$ cat config.mk
export PLATFORM = sky130hd
export DESIGN_NAME = idex_cond_stage
export DESIGN_NICKNAME = d
export VERILOG_FILES = /design/src/rtl/idex_cond_stage.sv
export SDC_FILE = /design/constraint.sdc
export NUM_CORES = 1
export LEC_CHECK = 0
export CAP_MARGIN = 20
export CORE_MARGIN = 4
export CORE_UTILIZATION = 30
export CTS_CLUSTER_SIZE = 16
export DETAILED_ROUTE_END_ITERATION = 8
export PLACE_DENSITY = 0.66
export SYNTH_ARGS = -nofsm -noshare
export SYNTH_HDL_FRONTEND = slang
export SYNTH_SLANG_ARGS = --single-unit
$ cat constraint.sdc
create_clock -name clk -period 2.25 [get_ports clk]
set_input_delay 0.5625 -clock clk [delete_from_list [all_inputs] [get_ports clk]]
set_output_delay 0.5625 -clock clk [all_outputs]
set_load 0.1 [all_outputs]
$ cat src/rtl/idex_cond_stage.sv
// Decode->Execute pipeline register, NZCV condition unit and multi-cycle MUL/dot stall FSM.
// Optional perf counters are built when IDEX_PERF_EN is defined.
module idex_cond_stage #(
    parameter int unsigned WIDTH        = 32,
    parameter int unsigned REG_AW       = 5,
    parameter int unsigned MULTI_CYCLES = 4
) (
    input  logic              clk,
    input  logic              reset,
    input  logic              StallE,
    input  logic              FlushE,
    input  logic [1:0]        FlagWriteD,
    input  logic              PCSrcD,
    input  logic              RegWriteD,
    input  logic              MemWriteD,
    input  logic              MemtoRegD,
    input  logic              ALUSrcD,
    input  logic              BranchD,
    input  logic [3:0]        ALUControlD,
    input  logic [3:0]        CondD,
    input  logic [WIDTH-1:0]  RD1D,
    input  logic [WIDTH-1:0]  RD2D,
    input  logic [WIDTH-1:0]  ExtImmD,
    input  logic [REG_AW-1:0] WA3D,
    input  logic [3:0]        ALUFlags,
    output logic [WIDTH-1:0]  RD1E,
    output logic [WIDTH-1:0]  RD2E,
    output logic [WIDTH-1:0]  ExtImmE,
    output logic [REG_AW-1:0] WA3E,
    output logic [3:0]        ALUControlE,
    output logic              ALUSrcE,
    output logic              MemtoRegE,
    output logic              PCSrcE,
    output logic              RegWriteE,
    output logic              MemWriteE,
    output logic              BranchTakenE,
    output logic              CondExE,
    output logic [3:0]        FlagsE,
    output logic              BusyE,
    output logic [31:0]       RetiredCnt,
    output logic [31:0]       SquashCnt
);

    typedef enum logic {StIdle, StMulti} state_e;

    localparam int CntLoadInt = (MULTI_CYCLES > 1) ? int'(MULTI_CYCLES) - 2 : 0;
    localparam logic [3:0] CntLoad = 4'(CntLoadInt);

    logic              valid_q, pcsrc_q, regwrite_q, memwrite_q, memtoreg_q, alusrc_q, branch_q;
    logic [3:0]        alucontrol_q, cond_q, flags_q;
    logic [1:0]        flagwrite_q;
    logic [WIDTH-1:0]  rd1_q, rd2_q, imm_q;
    logic [REG_AW-1:0] wa3_q;
    state_e            state_q, state_d;
    logic [3:0]        cnt_q, cnt_d;
    logic              cond_ok, cond_ex, multi_entry, busy, enable;
    logic              n, z, c, v;

    assign {n, z, c, v} = flags_q;

    always_comb begin
        cond_ok = 1'b0;
        case (cond_q)
            4'b0000: cond_ok = z;
            4'b0001: cond_ok = !z;
            4'b0010: cond_ok = c;
            4'b0011: cond_ok = !c;
            4'b0100: cond_ok = n;
            4'b0101: cond_ok = !n;
            4'b0110: cond_ok = v;
            4'b0111: cond_ok = !v;
            4'b1000: cond_ok = c && !z;
            4'b1001: cond_ok = !c || z;
            4'b1010: cond_ok = (n == v);
            4'b1011: cond_ok = (n != v);
            4'b1100: cond_ok = !z && (n == v);
            4'b1101: cond_ok = z || (n != v);
            4'b1110: cond_ok = 1'b1;
            default: cond_ok = 1'b0;
        endcase
    end

    assign cond_ex     = valid_q && cond_ok;
    assign multi_entry = cond_ex && (alucontrol_q == 4'b0110 || alucontrol_q == 4'b0001) &&
                         (MULTI_CYCLES > 1) && !StallE && !FlushE;
    assign enable      = cond_ex && !busy && !StallE;

    always_ff @(posedge clk) begin
        if (reset || FlushE) begin
            valid_q      <= 1'b0;
            pcsrc_q      <= 1'b0;
            regwrite_q   <= 1'b0;
            memwrite_q   <= 1'b0;
            memtoreg_q   <= 1'b0;
            alusrc_q     <= 1'b0;
            branch_q     <= 1'b0;
            alucontrol_q <= '0;
            cond_q       <= '0;
            flagwrite_q  <= '0;
            rd1_q        <= '0;
            rd2_q        <= '0;
            imm_q        <= '0;
            wa3_q        <= '0;
        end else if (!(StallE || busy)) begin
            valid_q      <= 1'b1;
            pcsrc_q      <= PCSrcD;
            regwrite_q   <= RegWriteD;
            memwrite_q   <= MemWriteD;
            memtoreg_q   <= MemtoRegD;
            alusrc_q     <= ALUSrcD;
            branch_q     <= BranchD;
            alucontrol_q <= ALUControlD;
            cond_q       <= CondD;
            flagwrite_q  <= FlagWriteD;
            rd1_q        <= RD1D;
            rd2_q        <= RD2D;
            imm_q        <= ExtImmD;
            wa3_q        <= WA3D;
        end
    end

    // Flags commit at the edge that ends the instruction's last E cycle.
    always_ff @(posedge clk) begin
        if (reset) begin
            flags_q <= '0;
        end else if (enable) begin
            if (flagwrite_q[1]) flags_q[3:2] <= ALUFlags[3:2];
            if (flagwrite_q[0]) flags_q[1:0] <= ALUFlags[1:0];
        end
    end

    always_ff @(posedge clk) begin
        if (reset) begin
            state_q <= StIdle;
            cnt_q   <= '0;
        end else begin
            state_q <= state_d;
            cnt_q   <= cnt_d;
        end
    end

    always_comb begin
        state_d = state_q;
        cnt_d   = cnt_q;
        if (FlushE) begin
            state_d = StIdle;
            cnt_d   = '0;
        end else if (!StallE) begin
            unique case (state_q)
                StIdle: begin
                    if (multi_entry) begin
                        state_d = StMulti;
                        cnt_d   = CntLoad;
                    end
                end
                StMulti: begin
                    if (cnt_q == 4'd0) state_d = StIdle;
                    else               cnt_d   = cnt_q - 4'd1;
                end
            endcase
        end
    end

    always_comb begin
        busy = 1'b0;
        unique case (state_q)
            StIdle:  busy = multi_entry;
            StMulti: busy = (cnt_q != 4'd0);
        endcase
    end

    assign RD1E         = rd1_q;
    assign RD2E         = rd2_q;
    assign ExtImmE      = imm_q;
    assign WA3E         = wa3_q;
    assign ALUControlE  = alucontrol_q;
    assign ALUSrcE      = alusrc_q;
    assign MemtoRegE    = memtoreg_q;
    assign PCSrcE       = pcsrc_q && enable;
    assign RegWriteE    = regwrite_q && enable;
    assign MemWriteE    = memwrite_q && enable;
    assign BranchTakenE = branch_q && enable;
    assign CondExE      = cond_ex;
    assign FlagsE       = flags_q;
    assign BusyE        = busy;

`ifdef IDEX_PERF_EN
    logic [31:0] retired_q, squash_q;

    always_ff @(posedge clk) begin
        if (reset) begin
            retired_q <= '0;
            squash_q  <= '0;
        end else begin
            if (enable)                          retired_q <= retired_q + 32'd1;
            if (valid_q && !cond_ok && !StallE) squash_q  <= squash_q + 32'd1;
        end
    end

    assign RetiredCnt = retired_q;
    assign SquashCnt  = squash_q;
`else
    assign RetiredCnt = '0;
    assign SquashCnt  = '0;
`endif

endmodule

=== Word-level counts from Yosys, hierarchy flattened ===
Cells that the tools add are included.

* Register bits after elaboration: 127
* Output and inout port bits: 181
* Memory bits (writable): 0
* ROM bits: 0
* Memories kept: 0
* Bits in latches: 0

* Bitwise gates (word level): 2
* Multiplexer cells: 8
* Add/sub/neg operators: 1
* Reduce and logical (&&, ||, !) cells: 31
* $lt $le $gt $ge: 0
* Eq/ne operators: 20
* Multiply operators: 0
* Shift-type cells: 0
* Div/mod/pow operators: 0

{| class="wikitable"
|+ Operator list
! cell !! count
|-
| $eq 4x4->1 const B || 7
|-
| $eq 4x3->1 const B || 5
|-
| $pmux 1 s15 || 1
|-
| $logic_and 1x1->1 || 12
|-
| $eq 4x1->1 const B || 2
|-
| $eq 4x2->1 const B || 2
|-
| $logic_not 4->1 || 2
|-
| $mux 4 || 2
|-
| $pmux 4 s2 || 1
|-
| $logic_not 1->1 || 7
|-
| $logic_or 1x1->1 || 5
|-
| $ne 2x2->1 const B || 2
|-
| $pmux 1 s2 || 2
|-
| $reduce_and 2->1 || 2
|-
| $reduce_bool 4->1 || 1
|-
| $sub 4x1->4 const B || 1
|-
| $reduce_and 3->1 || 1
|-
| $mux 1 || 2
|-
| $not 1->1 || 2
|-
| $reduce_or 2->1 || 1
|-
| $eq 1x1->1 || 1
|-
| $ne 1x1->1 || 1
|}

=== Logic depth before layout (Yosys ltp) ===
Gate-level depths: netlist of the first run.

* Depth after elaboration: 12
* Mapped depth: 11
* Gate-level depth less buffers: 8

=== Worst setup path after synthesis of the first run ===
No wires, ideal clock.

* Path kind: reg2out
* From: register flags_q[0] (netlist: FlagsE[0])
* To: output port BranchTakenE
* Arrival: 4.872 ns
* Cell stages (with the launch flop): 8
* Setup slack: -3.184 ns
* Cell sequence: dfxtp_1 > inv_1 > a2111oi_2 > o22ai_1 > a32o_2 > a21oi_1 > and3_1 > and2_1

* Cells in the longest elaborated chain, start to end: 12
* Elaborated cells on any way between the ends: 15
* Classes of those cells: eq/ne (2); mux (2); reduce/logical (11)

{| class="wikitable"
|+ Ends and longest elaborated chain
! element !! RTL line !! source
|-
| start, declared || 50 || <nowiki>logic [3:0] alucontrol_q, cond_q, flags_q;</nowiki>
|-
| start signal, assigned || 128 || <nowiki>if (flagwrite_q[0]) flags_q[1:0] <= ALUFlags[1:0];</nowiki>
|-
| $ne 1x1->1 / $eq 1x1->1 (equally long branches) || n/a ||
|-
| $logic_or 1x1->1 / $logic_and 1x1->1 (equally long branches) || 77, 76 ||
|-
| $pmux 1 s15 * || 63 || <nowiki>case (cond_q)</nowiki>
|-
| $logic_and 1x1->1 * || 83 || <nowiki>assign cond_ex = valid_q && cond_ok;</nowiki>
|-
| named net CondExE || 37 || <nowiki>output logic CondExE,</nowiki>
|-
| $logic_and 1x1->1 || 84 || <nowiki>assign multi_entry = cond_ex && (alucontrol_q == 4'b0110 || alucontrol_q == 4'b0001) &&</nowiki>
|-
| $logic_and 1x1->1 (2 in series) || 85 || <nowiki>(MULTI_CYCLES > 1) && !StallE && !FlushE;</nowiki>
|-
| $pmux 1 s2 || 166 || <nowiki>unique case (state_q)</nowiki>
|-
| $logic_not 1->1 || 86 || <nowiki>assign enable = cond_ex && !busy && !StallE;</nowiki>
|-
| $logic_and 1x1->1 * (2 in series) || 86 ||
|-
| $logic_and 1x1->1 * || 182 || <nowiki>assign BranchTakenE = branch_q && enable;</nowiki>
|-
| end, declared || 36 || <nowiki>output logic BranchTakenE,</nowiki>
|}

Mark *: on every way through the listed nets, which the timed path passes. The rest lies on a longest branch.

=== Worst setup path in the final report of the first run ===
* From: register cond_q[2]
* To: output port PCSrcE

* Cells in the longest elaborated chain, start to end: 11
* Elaborated cells on any way between the ends: 25
* Classes of those cells: eq/ne (14); mux (2); reduce/logical (9)

{| class="wikitable"
|+ Ends and longest elaborated chain
! element !! RTL line !! source
|-
| start, declared || 50 ||
|-
| start signal, assigned || 113 || <nowiki>cond_q <= CondD;</nowiki>
|-
| $eq 4x4->1, or another cell as far along || 63 ||
|-
| $pmux 1 s15 * || 63 ||
|-
| $logic_and 1x1->1 * || 83 ||
|-
| $logic_and 1x1->1 || 84 ||
|-
| $logic_and 1x1->1 (2 in series) || 85 ||
|-
| $pmux 1 s2 || 166 ||
|-
| $logic_not 1->1 || 86 ||
|-
| $logic_and 1x1->1 * (2 in series) || 86 ||
|-
| $logic_and 1x1->1 * || 179 || <nowiki>assign PCSrcE = pcsrc_q && enable;</nowiki>
|-
| end, declared || 33 || <nowiki>output logic PCSrcE,</nowiki>
|}

Every way passes the cells marked *; elsewhere a longest branch is shown, timed or not.

==> reports/metrics.csv, run 1 <==
stage,metric,value,unit
floorplan,die-area,22500,um^2
route,first_pass_iters,4,
synthesis,syn_area_per_cell,8.47,um^2
cts,cts_buffers,17,
worst_setup_path,cpLargestDelayFamily,simple AND/OR/NAND/NOR gates,
final_layout,final_cells,1270,
final_layout,final_core_util,50.2,%
global_routing,overflow,0,
pwr,finalPower,6.73,mW
floorplan,die_w,150,um
timing,max_freq,349,MHz
route,vias,6125,
final_layout,n_antenna_cell,0,
floorplan,initial_utilization,30.7,%
worst_setup_path,cp.arrival,2.31,ns
route,wirelength,21.2,mm
final_layout,areaGrowthSynthToFinish,63.3,%
timing,grt_setup_unrepaired,yes,
timing,clock_skew,0.0101,ns
synthesis,synth_top_area_share,42.1,%
synthesis,synth_seq_cells,127,
cts,cts.sinks,127,
timing,hold_viol,0,
final_layout,fill_cells,1907,
placement,dp_slack,-0.264,ns
timing,setup_ws,-0.618,ns
placement,gp_congestion,0.835,
global_routing,grt_max_degree,62,
worst_setup_path,cp_num_buf_inv,1,
final_layout,layout-drive-gt1-share,32.9,%
route,drc,0,
placement,port_buffers,241,
worst_hold_path,holdCritPathClass,flip-flop to flip-flop,
global_routing,antenna_found_initial,0,
pwr,ir_worst_vdd,0.490,mV
placement,dpl_cell_area,8680,um^2
cts,clockBufferDepth,2,
pwr,p_clk_share,41.5,%
synthesis,synth_cell_types,45,
global_routing,grt_usage,17.7,%
pwr,p_seq_share,34.9,%
worst_setup_path,crit_slowest_cell,dfxtp_4,
cts,clk_latency,0.41,ns
cts,cts-root-buf,clkbuf_16,
pwr,p_sw_share,33.3,%
pwr,power_frac_comb,23.5,%
worst_setup_path,endpoint_kind,primary output,
worst_setup_path,critPathKind,flip-flop to primary output,
floorplan,core-area,19700,um^2
pwr,p_leak,3.97,nW
synthesis,synthTopCellsByArea,"dfxtp_1, nand3_1, buf_4, a21oi_1, o21ai_0",
floorplan,row_count,51,
final_layout,nets,1120,
route,vias_per_cell,4.82,
synthesis,yosys_warnings,0,
placement,placed_cells,1216,
outcome,status,"complete, but fails checks",
cts,cts_tree,yes,
global_routing,grt_pass1_vias,5964,
worst_setup_path,path_max_fanout,7,
synthesis,synth_cells,713,
final_layout,design_area,9860,um^2
pwr,power.switching,2.24,mW
global_routing,grt_pass1_wl,31.8,mm
pwr,powerDensity,683,nW/um^2
timing,period_share,127,%
cts,clk_pin_slew,0.06,ns
worst_setup_path,worstPathRequired,1.69,ns
job,maxCapViolations,0,
timing,drv_slew,0,
floorplan,die_h,150,um
route,wl_per_cell,16.7,um
worst_setup_path,critPathLaunchType,flip-flop,
timing,fin_crit,2.87,ns
synthesis,yosys.area.top_type,dfxtp_1,
pwr,power.internal,4.49,mW
cts,cts_hold_buf,0,
worst_setup_path,path_cells,"nand3b_4, or3_1, o311a_1, a32o_2, a21oi_4, and3_4, and2_4, buf_12",
synthesis,ys_seq_area_share,42.1,%
route,ant_nets,0,
synthesis,synth_area,6040,um^2
outcome,violations,negative setup slack,
route,drt_iter0_drc,328,
cts,cts_htree_levels,4,
placement,place_hpwl,14.0,mm
worst_setup_path,slowest_delay,0.36,ns
timing,setup_viol,123,
floorplan,io_pins,306,
-- flip-flops by register name (all words and copies together), names as in the netlist, 2 cells and up --
register and count:
FlagsE 4, RD2E 32, ALUControlE 4, WA3E 5, cnt_q 4, ExtImmE 32, flagwrite_q 2, cond_q 4
RD1E 32
-- cells in the final DEF (no fill, tap or decap), types with 9 or more instances in the layout --
| cell type | instances |
|---|---|
| nand3_1 | 123 |
| clkbuf_16 | 23 |
| nor2_1 | 9 |
| o21ai_1 | 85 |
| o21ai_2 | 31 |
| clkdlybuf4s50_1 | 124 |
| a21oi_2 | 33 |
| a21oi_1 | 90 |
| nand2_1 | 10 |
| conb_1 | 64 |
| buf_12 | 24 |
| dfxtp_1 | 117 |
| buf_4 | 157 |
-- power groups by stage --
| stage | Combinational (mW) | Clock (mW) | Sequential (mW) |
|---|---|---|---|
| detailed placement | 1.57 | 0 | 2.40 |
| global route | 1.64 | 2.95 | 2.36 |
| global placement | 1.57 | 0 | 2.40 |
| CTS | 1.58 | 2.86 | 2.35 |
| finish | 1.58 | 2.80 | 2.35 |
| floorplan | 0.795 | 0 | 2.83 |
-- synthesized netlist by cell type (all sizes together) --
master / instances
a2111oi: 1
a211o: 2
a211oi: 3
a21o: 1
a21oi: 126
a311oi: 1
a31oi: 2
a32o: 1
a32oi: 1
and2: 5
and3: 4
and3b: 1
and4b: 1
buf: 96
clkbuf: 36
conb: 1
dfxtp: 127
ha: 1
inv: 7
nand2: 11
nand2b: 3
nand3: 123
nand3b: 2
nand4bb: 1
nor2: 9
nor3: 8
o211a: 2
o211ai: 6
o21a: 1
o21ai: 122
o22ai: 2
o311a: 2
or2: 1
or3: 1
or3b: 1
xnor2: 1
-- final timing paths --
path,start,end,slack [ns],depth (start not counted)
hold / removal,ExtImmE[16],ExtImmE[16],0.46,2
setup / recovery,cond_q[2],PCSrcE,-0.62,8
setup reg to reg,cond_q[2],RD1E[24],-0.31,13
hold reg to reg,ExtImmE[16],ExtImmE[16],0.46,2
-- per-layer routing --
| layer | GRT usage [%] | wire length, um | vias up |
|---|---|---|---|
| li1 | - | - | 2989 |
| met1 | 21.9 | 8730 | 2878 |
| met2 | 29.6 | 10600 | 223 |
| met3 | 4.45 | 1250 | 35 |
| met4 | 6.63 | 578 | 0 |
| met5 | 0 | 0 | - |
-- worst min-delay path: stages (launching register included) --
cell and delay, ns:
dfxtp_1 0.31, o21ai_2 0.06, a21oi_2 0.04
-- timing repair --
item	in CTS	in global routing
buffers inserted	11	3
hold endpoints to repair	0	0
cloned	8	5
pin swaps	5	12
resized for setup	29	12
endpoints found under the setup margin	124	131
-- through the flow --
step	TNS (ns)	hold WS [ns]
final	-31.62	0.456
after global routing	-48.22	0.471
after CTS	-30.69	0.460
after detailed placement	-25.40	0.452
after global placement	-22.56	0.447
after floorplan	-36.83	0.434
-- logic make-up (layout without fill, tap and decap cells) --
logic type | Yosys count | after routing | synth area share, %
compound gates | 273 | 273 | 28.0
simple gates | 171 | 171 | 14.6
buf+inv | 139 | 368 | 14.8
flops | 127 | 127 | 42.1
fa+ha+maj | 1 | 1 | 0.207
other cells | 1 | 64 | 0.0621
xor+xnor | 1 | 1 | 0.145
-- final cells by class --
type / count / area (um^2) / share of cell area, %
Timing Repair Buffer: 331 / 3390 / 34.4
Multi-Input combinational cell: 510 / 2940 / 29.9
Sequential cell: 127 / 2570 / 26.1
Clock buffer: 21 / 493 / 5.00
Tap cell: 265 / 332 / 3.36
Clock inverter: 9 / 106 / 1.08
Inverter: 7 / 26.3 / 0.266
(Power assumes the default switching activity.)
==> run 2: changes to the inputs <==
--- a/config.mk
+++ b/config.mk
@@ -10,7 +10,6 @@
 export CORE_UTILIZATION = 30
 export CTS_CLUSTER_SIZE = 16
 export DETAILED_ROUTE_END_ITERATION = 8
-export PLACE_DENSITY = 0.66
 export SYNTH_ARGS = -nofsm -noshare
 export SYNTH_HDL_FRONTEND = slang
 export SYNTH_SLANG_ARGS = --single-unit
==> constraint.sdc (replaced) <==
create_clock -name clk -period 3.2 [get_ports clk]
set_input_delay 0.8 -clock clk [delete_from_list [all_inputs] [get_ports clk]]
set_output_delay 0.8 -clock clk [all_outputs]
set_load 0.1 [all_outputs]
==> run 2 against run 1 <==
  * Critical path type unchanged
  * The run now ends clean
  * Sequential share of layout area up 2.8 points
  * Critical path depth unchanged
  * Combinational power down 32%
  * Worst setup slack better by 0.67 ns
  * Clock skew up 0.0037 ns
==> reports/metrics.csv, run 2 (synthesized netlist as in run 1, its figures left out) <==
stage,metric,value,unit,change
outcome,status,"finished, final reports clean",,"was complete, but fails checks"
worst_setup_path,reg2regPathDepth,9,,was 13
worst_setup_path,critPathLaunchType,flip-flop,,unchanged
worst_hold_path,hold_path_depth,2,,unchanged
timing,period_share,98.3,%,
placement,dpl_cell_area,8210,um^2,was 8680 um^2
final_layout,layout-drive-gt1-share,27.0,%,was 32.9%
global_routing,grt_pass1_vias,5238,,"was 5,964"
floorplan,core-area,19700,um^2,unchanged
final_layout,nets,1047,,"was 1,120"
cts,clk_latency,0.41,ns,about the same
cts,clockBufferDepth,2,,unchanged
worst_setup_path,worstPathRequired,2.40,ns,was 1.69 ns
worst_setup_path,endpoint_kind,primary output,,unchanged
final_layout,mostFrequentLayoutCells,"clkdlybuf4s50_1, nand3_1, buf_4, dfxtp_1, a21oi_1",,"was buf_4, clkdlybuf4s50_1, nand3_1, dfxtp_1, a21oi_1"
floorplan,row_count,51,,unchanged
cts,cts_hold_buf,0,,unchanged
cts,clk_pin_slew,0.06,ns,about the same
final_layout,n_antenna_cell,0,,unchanged
worst_setup_path,cp.arrival,2.35,ns,was 2.31 ns
route,wirelength,19.5,mm,was 21.2 mm
final_layout,design_area,8890,um^2,was 9860 um^2
worst_setup_path,cp_num_buf_inv,1,,unchanged
timing,clock_skew,0.0138,ns,was 0.0101 ns
timing,tightest_slew,0.730,ns,
route,drt_iter0_drc,289,,was 328
worst_setup_path,r2r_setup_slack,0.67,ns,was -0.31 ns
pwr,ir_worst_vdd,0.327,mV,was 0.490 mV
timing,max_freq,318,MHz,
timing,fin_crit,3.15,ns,
worst_setup_path,path_max_fanout,8,,was 7
floorplan,die-area,22500,um^2,unchanged
global_routing,grt_usage,16.4,%,was 17.7%
route,vias,5718,,"was 6,125"
floorplan,die_h,150,um,unchanged
timing,setup_viol,0,,was 123
worst_setup_path,crit_slowest_cell,dfxtp_4,,unchanged
timing,grt_setup_unrepaired,yes,,unchanged
route,wl_per_cell,16.3,um,was 16.7 um
worst_setup_path,path_cells,"nand3b_4, or3_1, o311a_1, a32o_2, a21oi_4, and3_4, and2_4, buf_12",,unchanged
timing,drv_slew,0,,unchanged
route,vias_per_cell,4.77,,was 4.82
cts,cts_htree_levels,4,,unchanged
placement,place_hpwl,12.6,mm,was 14.0 mm
final_layout,final_core_util,45.2,%,was 50.2%
floorplan,die_w,150,um,unchanged
cts,cts_tree,yes,,unchanged
final_layout,layout_commonest_cell,clkdlybuf4s50_1,,was buf_4
cts,cts.sinks,127,,unchanged
global_routing,overflow,0,,unchanged
worst_setup_path,slowest_delay,0.36,ns,about the same
global_routing,antenna_found_initial,0,,unchanged
worst_setup_path,cpLargestDelayFamily,simple AND/OR/NAND/NOR gates,,unchanged
worst_hold_path,hp-start,ExtImmE[1],,was ExtImmE[16]
worst_hold_path,worstHoldEndpoint,ExtImmE[1],,was ExtImmE[16]
placement,port_buffers,241,,unchanged
pwr,finalPower,4.76,mW,was 6.73 mW
route,drc,0,,unchanged
pwr,p_leak,3.47,nW,was 3.97 nW
placement,gp_congestion,0.778,,was 0.835
job,maxCapViolations,0,,unchanged
worst_setup_path,critical_path_depth,8,,unchanged
route,first_pass_iters,5,,was 4
worst_setup_path,r2r_start,cond_q[2],,unchanged
floorplan,initial_utilization,30.7,%,unchanged
pwr,powerDensity,535,nW/um^2,was 683 nW/um^2
route,ant_nets,0,,unchanged
timing,slew_headroom,51.3,%,
global_routing,grt_max_degree,121,,was 62
global_routing,grt_pass1_wl,29.6,mm,was 31.8 mm
final_layout,areaGrowthSynthToFinish,47.2,%,was 63.3%
timing,hold_viol,0,,unchanged
floorplan,io_pins,306,,unchanged
cts,cts_buffers,17,,unchanged
worst_setup_path,worstReg2RegEnd,ExtImmE[31],,was RD1E[24]
cts,cts-root-buf,clkbuf_16,,unchanged
worst_hold_path,holdCritPathClass,flip-flop to flip-flop,,unchanged
worst_setup_path,critPathKind,flip-flop to primary output,,unchanged
run 2: area by class of cell:
type | instances | area, um^2
clock inverters | 9 | 131
multi-input cells | 510 | 2930
clock buffers | 22 | 485
inverters | 7 | 26.3
repair buffers | 258 | 2420
well taps | 265 | 332
flip-flops and latches | 127 | 2560
fillers | 1984 | 10800
run 2: metal layers:
| layer | wire (um) | track usage [%] | share of wire (%) | vias up |
|---|---|---|---|---|
| met5 | 0 | 0 | 0 | - |
| met4 | 182 | 4.21 | 0.93 | 0 |
| met3 | 1100 | 4.15 | 5.6 | 12 |
| met2 | 9830 | 27.1 | 50 | 167 |
| met1 | 8410 | 21.4 | 43 | 2709 |
| li1 | - | - | - | 2830 |
run 2: worst max-delay path by stage:
| stage | slack (ns) | from | end |
|---|---|---|---|
| floorplan | -0.39 | FlagsE[3] | BranchTakenE |
| global placement | 0.22 | FlushE | BranchTakenE |
| detailed placement | 0.21 | FlushE | BranchTakenE |
| CTS | 0.002 | cond_q[3] | BranchTakenE |
| global route | -0.03 | cond_q[2] | BranchTakenE |
| finish | 0.05 | cond_q[2] | BranchTakenE |
run 2: metrics by stage:
step	TNS [ns]	instances	setup WS, ns	hold slack [ns]
5_1_grt	-0.0906	1198	-0.0269	0.480
3_5_place_dp	0	1163	0.207	0.456
4_1_cts	0	1196	0.00231	0.464
6_report	0	1198	0.0546	0.464
2_1_floorplan	-1.54	776	-0.386	0.434
3_3_place_gp	0	1163	0.222	0.453
run 2: worst min-delay path, stage by stage (launching register included):
cell and delay, ns:
dfxtp_1 0.31, o21ai_2 0.06, a21oi_2 0.05
run 2: timing repair:
item | 4_1_cts | 5_1_grt
gates resized for setup | 3 | 6
buffers inserted | 2 | 2
pin swaps | 2 | 4
setup endpoints to repair | 5 | 5
run 2: power by group:
group	switching (mW)	internal [mW]	total, mW
Sequential	0.0273	1.63	1.65
Clock	0.721	1.31	2.03
Combinational	0.819	0.254	1.07
